[config.mk]
export PLATFORM = sky130hd
export DESIGN_NAME = id_ex_register
export DESIGN_NICKNAME = d
export VERILOG_FILES = /design/src/rtl/id_ex_register.sv
export SDC_FILE = /design/constraint.sdc
export NUM_CORES = 1
export LEC_CHECK = 0
export BUFFER_PORTS_ARGS = -buffer_cell sky130_fd_sc_hd__buf_4
export CAP_MARGIN = 0
export CELL_PAD_IN_SITES_DETAIL_PLACEMENT = 1
export CELL_PAD_IN_SITES_GLOBAL_PLACEMENT = 2
export CORE_ASPECT_RATIO = 1.75
export CORE_MARGIN = 4
export CORE_UTILIZATION = 21
export CTS_CLUSTER_DIAMETER = 150
export DETAILED_ROUTE_END_ITERATION = 16
export HOLD_SLACK_MARGIN = 0.06
export PLACE_DENSITY_LB_ADDON = 0.1
export SYNTH_ARGS = -nofsm -noshare
export SYNTH_HDL_FRONTEND = slang
export SYNTH_SLANG_ARGS = --single-unit
[constraint.sdc]
create_clock -name clk -period 1.9 [get_ports clk]
set_clock_uncertainty 0.1 [all_clocks]
set_input_delay 0.19 -clock clk [delete_from_list [all_inputs] [get_ports clk]]
set_output_delay 0.19 -clock clk [all_outputs]
set_load 0.02 [all_outputs]
[src/rtl/id_ex_register.sv]
// ID/EX pipeline register with load-use hazard detection, bubble insertion and a saturating stall counter.
// Latency: 1 cycle from id_* inputs to ex_* outputs. The stall output is combinational in the same cycle.
// Backpressure: stall asks upstream to hold the PC and IF/ID. This stage then inserts one bubble, and flush forces a bubble.
//
// Ports:
//   clk, reset            - rising-edge clock, synchronous active-high reset
//   id_* (controls)       - decode-stage control bits and id_ALUOp[1:0]
//   id_valid              - the decode slot holds a real instruction
//   id_pc_plus4/rdata1/2/imm, id_rs/rt/rd - decode-stage datapath and register numbers
//   flush                 - squash the decode slot (taken branch resolved downstream)
//   ex_* outputs          - registered copies presented to the execute stage
//   stall                 - load-use hazard between the load in EX and the consumer in ID
//   stall_count           - saturating count of cycles with stall high
module id_ex_register (
    input  logic        clk,
    input  logic        reset,
    input  logic        id_RegDst,
    input  logic        id_ALUSrc,
    input  logic        id_Branch,
    input  logic        id_MemRead,
    input  logic        id_MemWrite,
    input  logic        id_RegWrite,
    input  logic        id_MemtoReg,
    input  logic [1:0]  id_ALUOp,
    input  logic        id_valid,
    input  logic [31:0] id_pc_plus4,
    input  logic [31:0] id_rdata1,
    input  logic [31:0] id_rdata2,
    input  logic [31:0] id_imm,
    input  logic [4:0]  id_rs,
    input  logic [4:0]  id_rt,
    input  logic [4:0]  id_rd,
    input  logic        flush,
    output logic        ex_RegDst,
    output logic [1:0]  ex_ALUOp,
    output logic        ex_ALUSrc,
    output logic        ex_Branch,
    output logic        ex_MemRead,
    output logic        ex_MemWrite,
    output logic        ex_RegWrite,
    output logic        ex_MemtoReg,
    output logic        ex_valid,
    output logic [31:0] ex_pc_plus4,
    output logic [31:0] ex_rdata1,
    output logic [31:0] ex_rdata2,
    output logic [31:0] ex_imm,
    output logic [4:0]  ex_rs,
    output logic [4:0]  ex_rt,
    output logic [4:0]  ex_rd,
    output logic        stall,
    output logic [15:0] stall_count
);

    logic insertBubble;
    logic countSaturated;

    // A load in EX whose destination feeds the instruction in ID must wait one cycle.
    // Register 0 is never a real dependency.
    assign stall = ex_valid & ex_MemRead & id_valid & (ex_rt != 5'd0) &
                   ((ex_rt == id_rs) | (ex_rt == id_rt));

    assign insertBubble   = flush | stall;
    assign countSaturated = (stall_count == 16'hFFFF);

    always_ff @(posedge clk) begin
        if (reset) begin
            ex_RegDst   <= 1'b0;
            ex_ALUOp    <= 2'b00;
            ex_ALUSrc   <= 1'b0;
            ex_Branch   <= 1'b0;
            ex_MemRead  <= 1'b0;
            ex_MemWrite <= 1'b0;
            ex_RegWrite <= 1'b0;
            ex_MemtoReg <= 1'b0;
            ex_valid    <= 1'b0;
            ex_pc_plus4 <= 32'd0;
            ex_rdata1   <= 32'd0;
            ex_rdata2   <= 32'd0;
            ex_imm      <= 32'd0;
            ex_rs       <= 5'd0;
            ex_rt       <= 5'd0;
            ex_rd       <= 5'd0;
            stall_count <= 16'd0;
        end else begin
            // The datapath always follows ID. A bubble is defined purely by its
            // cleared controls and valid bit.
            ex_pc_plus4 <= id_pc_plus4;
            ex_rdata1   <= id_rdata1;
            ex_rdata2   <= id_rdata2;
            ex_imm      <= id_imm;
            ex_rs       <= id_rs;
            ex_rt       <= id_rt;
            ex_rd       <= id_rd;

            if (insertBubble) begin
                // Clearing ex_MemRead here also drops stall on the next cycle.
                ex_RegDst   <= 1'b0;
                ex_ALUOp    <= 2'b00;
                ex_ALUSrc   <= 1'b0;
                ex_Branch   <= 1'b0;
                ex_MemRead  <= 1'b0;
                ex_MemWrite <= 1'b0;
                ex_RegWrite <= 1'b0;
                ex_MemtoReg <= 1'b0;
                ex_valid    <= 1'b0;
            end else begin
                // RegDst/MemtoReg may be don't-care on stores and branches.
                // Gating them with id_valid keeps empty slots clean.
                ex_RegDst   <= id_valid & id_RegDst;
                ex_ALUOp    <= id_ALUOp;
                ex_ALUSrc   <= id_ALUSrc;
                ex_Branch   <= id_Branch;
                ex_MemRead  <= id_MemRead;
                ex_MemWrite <= id_MemWrite;
                ex_RegWrite <= id_RegWrite;
                ex_MemtoReg <= id_valid & id_MemtoReg;
                ex_valid    <= id_valid;
            end

            // Stall cycles are counted even when a flush wins the bubble.
            if (stall && !countSaturated) begin
                stall_count <= stall_count + 16'd1;
            end
        end
    end

endmodule

Word level (Yosys, flattened, before mapping)
Index checks and enable logic that the tools add are counted.
{ "word_totals": {"reg_bits": 169, "inputBits": 156, "out_inout_bits": 170, "wordCells": 33} }
{ "op_classes": {"addsub": 1, "n_eq_ne": 3, "bitwise": 8, "reduce_logical": 4} }
{ "ops": {"columns": ["op", "count"], "rows": [
  ["$add 16x1->16 const B", 1],
  ["$eq 16x16->1 const B", 1],
  ["$eq 5x5->1", 2],
  ["$and 1x1->1", 6],
  ["$reduce_bool 5->1", 1],
  ["$or 1x1->1", 2],
  ["$reduce_or 2->1", 1],
  ["$logic_and 1x1->1", 1],
  ["$logic_not 1->1", 1]
]} }

Longest topological paths before layout
{ "depth": {"depth_word": 6, "depth_mapped": 9, "depth_no_buf": 6} }

Worst setup path before layout
OpenSTA, ideal clock, no wires.
{ "synth_timing": {"path_kind": "reg-to-reg", "startpoint": "register stall_count[0]", "endpoint": "register stall_count[7]", "setup_time_ns": 0.070, "arrival_time_ns": 1.886, "t_required_ns": 1.730, "slack_ns": -0.156, "path_stages_with_launch": 9, "n_path_buf": 2, "synth_period_minus_slack_ns": 2.056, "path_cell_list": "dfxtp_1 > ha_1 > and3_1 > clkbuf_1 > nand4_2 > nand2_4 > buf_8 > or4_1 > a21oi_1"} }
{ "synth_via": {"elab_chain_cells": 3, "elab_cells_between_ends": 4, "cone_classes": "add/sub (1); eq/ne (1); reduce/logical (2)"} }
{ "synth_rtl": {"columns": ["item", "line_no", "rtl"], "rows": [
  ["from (decl)", "51", "output logic [15:0] stall_count"],
  ["from (signal assigned)", "122", "stall_count <= stall_count + 16'd1;"],
  ["parallel branches: the longest is 3 deep, another holds $add 16x1->16", null, null]
]} }
Parallel ways; which one is timed is not known.
A chain may end at the register's enable or synchronous reset.

Final worst setup path
{ "layout_timing": {"startpoint": "register ex_rt[1]", "endpoint": "output stall"} }
{ "layout_via": {"elab_chain_cells": 3, "elab_cells_between_ends": 6, "cone_classes": "eq/ne (2); bitwise (3); reduce/logical (1)"} }
{ "layout_rtl": {"columns": ["item", "line_no", "rtl"], "rows": [
  ["from (decl)", "48", "output logic [4:0] ex_rt,"],
  ["from (signal assigned)", "92", "ex_rt <= id_rt;"],
  ["$eq 5x5->1 / $reduce_bool 5->1 (equally long branches)", "60, 59", null],
  ["$or 1x1->1 / $and 1x1->1 (equally long branches)", "60, 59", null],
  ["$and 1x1->1 (*)", "59", "assign stall = ex_valid & ex_MemRead & id_valid & (ex_rt != 5'd0) &"],
  ["to (decl)", "50", "output logic stall,"]
]} }
Mark *: on every way between the ends. The rest lies on a longest branch, timed or not.

==> metrics.md <==
| Metric | Value |
|---|---|
| Status | complete, but fails checks |
| Failing checks | setup timing |
| Period utilisation layout | 109.8% |
| Peak supply drop | roughly 0.54 mV |
| Site Rows | 75 |
| First drt pass iteration count | 4 |
| Initial Utilization | between 20% and 30% |
| CP required | between 1500 and 2000 ps |
| Synth-to-layout area growth | 108.4% |
| DP Wirelength | about 16 mm |
| Final Max Tran Viols | 0 |
| Sw Ratio | a little under a quarter |
| Min Clock Period, post-route | 2085 ps |
| Final hold vios | 0 |
| Post-DRT Antenna Nets | 0 |
| Max_slew headroom | about 74% |
| Lkg Pwr | 4.784 nW |
| Die W | approximately 130 um |
| Register area share after synthesis | 66.10% |
| Total core area | about 24000 um^2 |
| Drt drc | 0 |
| Ys Warns | 0 |
| Hold_ws | approximately 160 ps |
| Clk slew on worst S/H paths | ~60 ps |
| Syn Nets | around 600 |
| Layout cells sized above 1 | 45.60% |
| Count of buffers from port buffering | 325 |
| TritonCTS Buffers | 17 |
| Ys flop type | dfxtp_1 |
| Via count | roughly 5200 |
| Synth area leaders | dfxtp_1 66%, nor2b_1 17%, xor2_1 1.7%, clkbuf_1 1.4%, o31ai_1 1.3% |
| GRT overflow | 0 |
| FMAX | 479.5 MHz |
| Switch Pwr | approximately 2.1 mW |
| DRT iter0 DRCs | around 110 |
| Vias in the first global route | roughly 5700 |
| Worst-path fanout max | 4 |
| Average cell area after synthesis | about 12 um^2 |
| CTS root buffer | clkbuf_16 |
| Cell variety after synth | 38 |
| Pwr Density | ~850 nW/um^2 |
| Reg power frac | 41.4% |
| Post-synth ARST share | 0% |
| H-tree Lvls | 4 |
| Startpoint Class | flop |
| Max-Cap Viols | 0 |
| CTS tree | built |
| NumNets Final | ~1100 |
| Die ar. | around 27000 um^2 |
| CP max-delay cell | or4_4 |
| Most frequent cells in the layout | 350 x buf_4, 162 x dfxtp_1, 155 x dlygate4sd3_1 |
| Worst Tran Pin Value | 395.5 ps |
| Final worst slack | -185.4 ps |
| Boundary Pins | between 300 and 400 |
| Antenna violations before repair | 2 |
| Post-Route WL | roughly 22 mm |
| Worst Path Arrival | 1800 ps |
| WL/cell | between 15 and 20 um |
| DR vias/cell | approximately 4 |
| Most common cell after layout, fill and taps aside | buf_4 |
| Post-Syn Area | slightly above 5000 um^2 |
| Pin count of the biggest net entering global routing | 91 |
| Gr usage total | 15.62% |
| Cell taking the most area after synthesis | dfxtp_1 |
| Clk buf depth | 2 |
| Later-pin clock latency in the skew report | about 440 ps |
| Cell chain of the critical path | or4_4 > o2111ai_4 > nor2_2 > buf_6 |
| Critical Path Max Stage Delay | 570 ps |
| Clk sinks | around 170 |
| First-pass GRT wire length | about 32 mm |
| Post-synth EDFFs | 0 |
| Hold crit path type | primary input to flop |
| CP endpoint kind | output pin |
| Fill cells | approximately 2700 |
| Synth top area share | roughly 66% |
| Setup violations, final | 24 |
| Setup CP Type | flop to output pin |
| Setup TNS | -1002 ps |
| #FFs+latches synth | 169 |
| Power, Total | roughly 9.1 mW |
| Die height | approximately 210 um |
| RSZ-0062 raised after global routing | yes |
| Final GP Congestion | approximately 0.75 |
| Post-Synthesis Cells | between 400 and 500 |
| P_int | between 7 and 8 mW |
| Combinational power share | about 14% |
| Clock power frac | between 40% and 50% |
power by group through the flow:
stage | sequential [mW] | combinational, mW | clock, mW
floorplan | 4.06 | 0.182 | 0
global placement | 3.84 | 0.988 | 0
detailed placement | 3.85 | 1.00 | 0
CTS | 3.77 | 1.27 | 4.16
global route | 3.78 | 1.40 | 4.32
finish | 3.77 | 1.31 | 4.02
worst paths after layout:
path / depth (start not counted) / end / slack (ps) / start
min reg2reg: 2 / stall_count[15]$_SDFFE_PP0P_ / 430 / stall_count[15]$_SDFFE_PP0P_
max: 4 / stall / -190 / ex_rt[1]$_SDFF_PP0_
min: 4 / ex_Branch$_SDFF_PP0_ / 160 / flush
max reg2reg: 8 / stall_count[3]$_SDFFE_PP0P_ / -120 / ex_rt[1]$_SDFF_PP0_
cells by family (layout without fill, tap and decap cells):
logic type | after synthesis | count (layout) | share of synthesized area (%)
simple gates | 201 | 203 | 24.79
fa+ha+maj | 1 | 1 | 0.2444
buf+inv | 25 | 547 | 2.322
flops | 169 | 169 | 66.10
other cells | 0 | 2 | 0
compound gates | 36 | 37 | 4.840
xor+xnor | 10 | 10 | 1.711
worst max-delay path, delay by kind of cell (launching register included):
| family | cells | cell delay, ps |
|---|---|---|
| simple gates | 2 | 640 |
| buf+inv | 1 | 130 |
| flops | 1 | 360 |
| compound gates | 1 | 230 |
metrics by stage:
step / setup WS (ps) / cells / utilization [%] / instance area (um^2)
6_report: -185.4 / 1277 / 44.40 / 10670
5_1_grt: -261.0 / 1277 / 44.40 / 10670
4_1_cts: -236.8 / 1262 / 43.12 / 10360
3_5_place_dp: -43.34 / 1075 / 33.61 / 8074
3_3_place_gp: -7.133 / 1075 / 33.61 / 8074
2_1_floorplan: 1.577 / 442 / - / 5145
flip-flops by register name, summed over array words and instances, names as in the netlist:
register     count
ex_Branch        1
ex_valid         1
ex_rd            5
ex_MemRead       1
ex_pc_plus4     32
ex_ALUOp         2
ex_MemtoReg      1
ex_MemWrite      1
ex_ALUSrc        1
ex_imm          32
ex_rt            5
ex_RegWrite      1
ex_RegDst        1
ex_rdata1       32
ex_rdata2       32
stall_count     16
ex_rs            5
repair_timing:
item,CTS,global route
setup buffers,0,8
gates cloned,0,5
endpoints found under the setup margin,18,25
hold buffers,155,0
pin swaps,1,19
resized for setup,9,37
hold endpoints to repair,162,0
layout make-up:
cell class	instances	area [um^2]	share of cell area, %
antenna	2	5.005	0.04692
clock buffer	22	505.5	4.739
clock inverter	10	183.9	1.724
inverter	1	3.754	0.03519
multi-input combinational	251	1834	17.20
sequential	169	3402	31.89
tap	308	385.4	3.613
timing repair buffer	514	4347	40.75
synthesized netlist by cell type (2+ instances only):
library cell    n
dfxtp_1       169
nor2b_1       143
clkbuf_1       19
a21oi_1        13
nand3_1        10
xor2_1         10
and2_1          9
o31ai_1         9
or4_1           9
and3_1          5
and4_1          4
nor2_1          4
nand2_1         3
o21ai_0         3
or3_1           3
buf_2           2
nand4_1         2
nor3_1          2
nor4_1          2
o21ba_2         2
o31a_1          2
metal layers:
layer	vias to the layer above	GRT usage [%]	wire, um
met5	-	0	0
met4	0	8.017	854
met3	49	5.359	1404
met2	200	30.15	12940
met1	2448	13.95	7029
li1	2469	-	-
No activity file was read; power rests on OpenSTA's default activity.
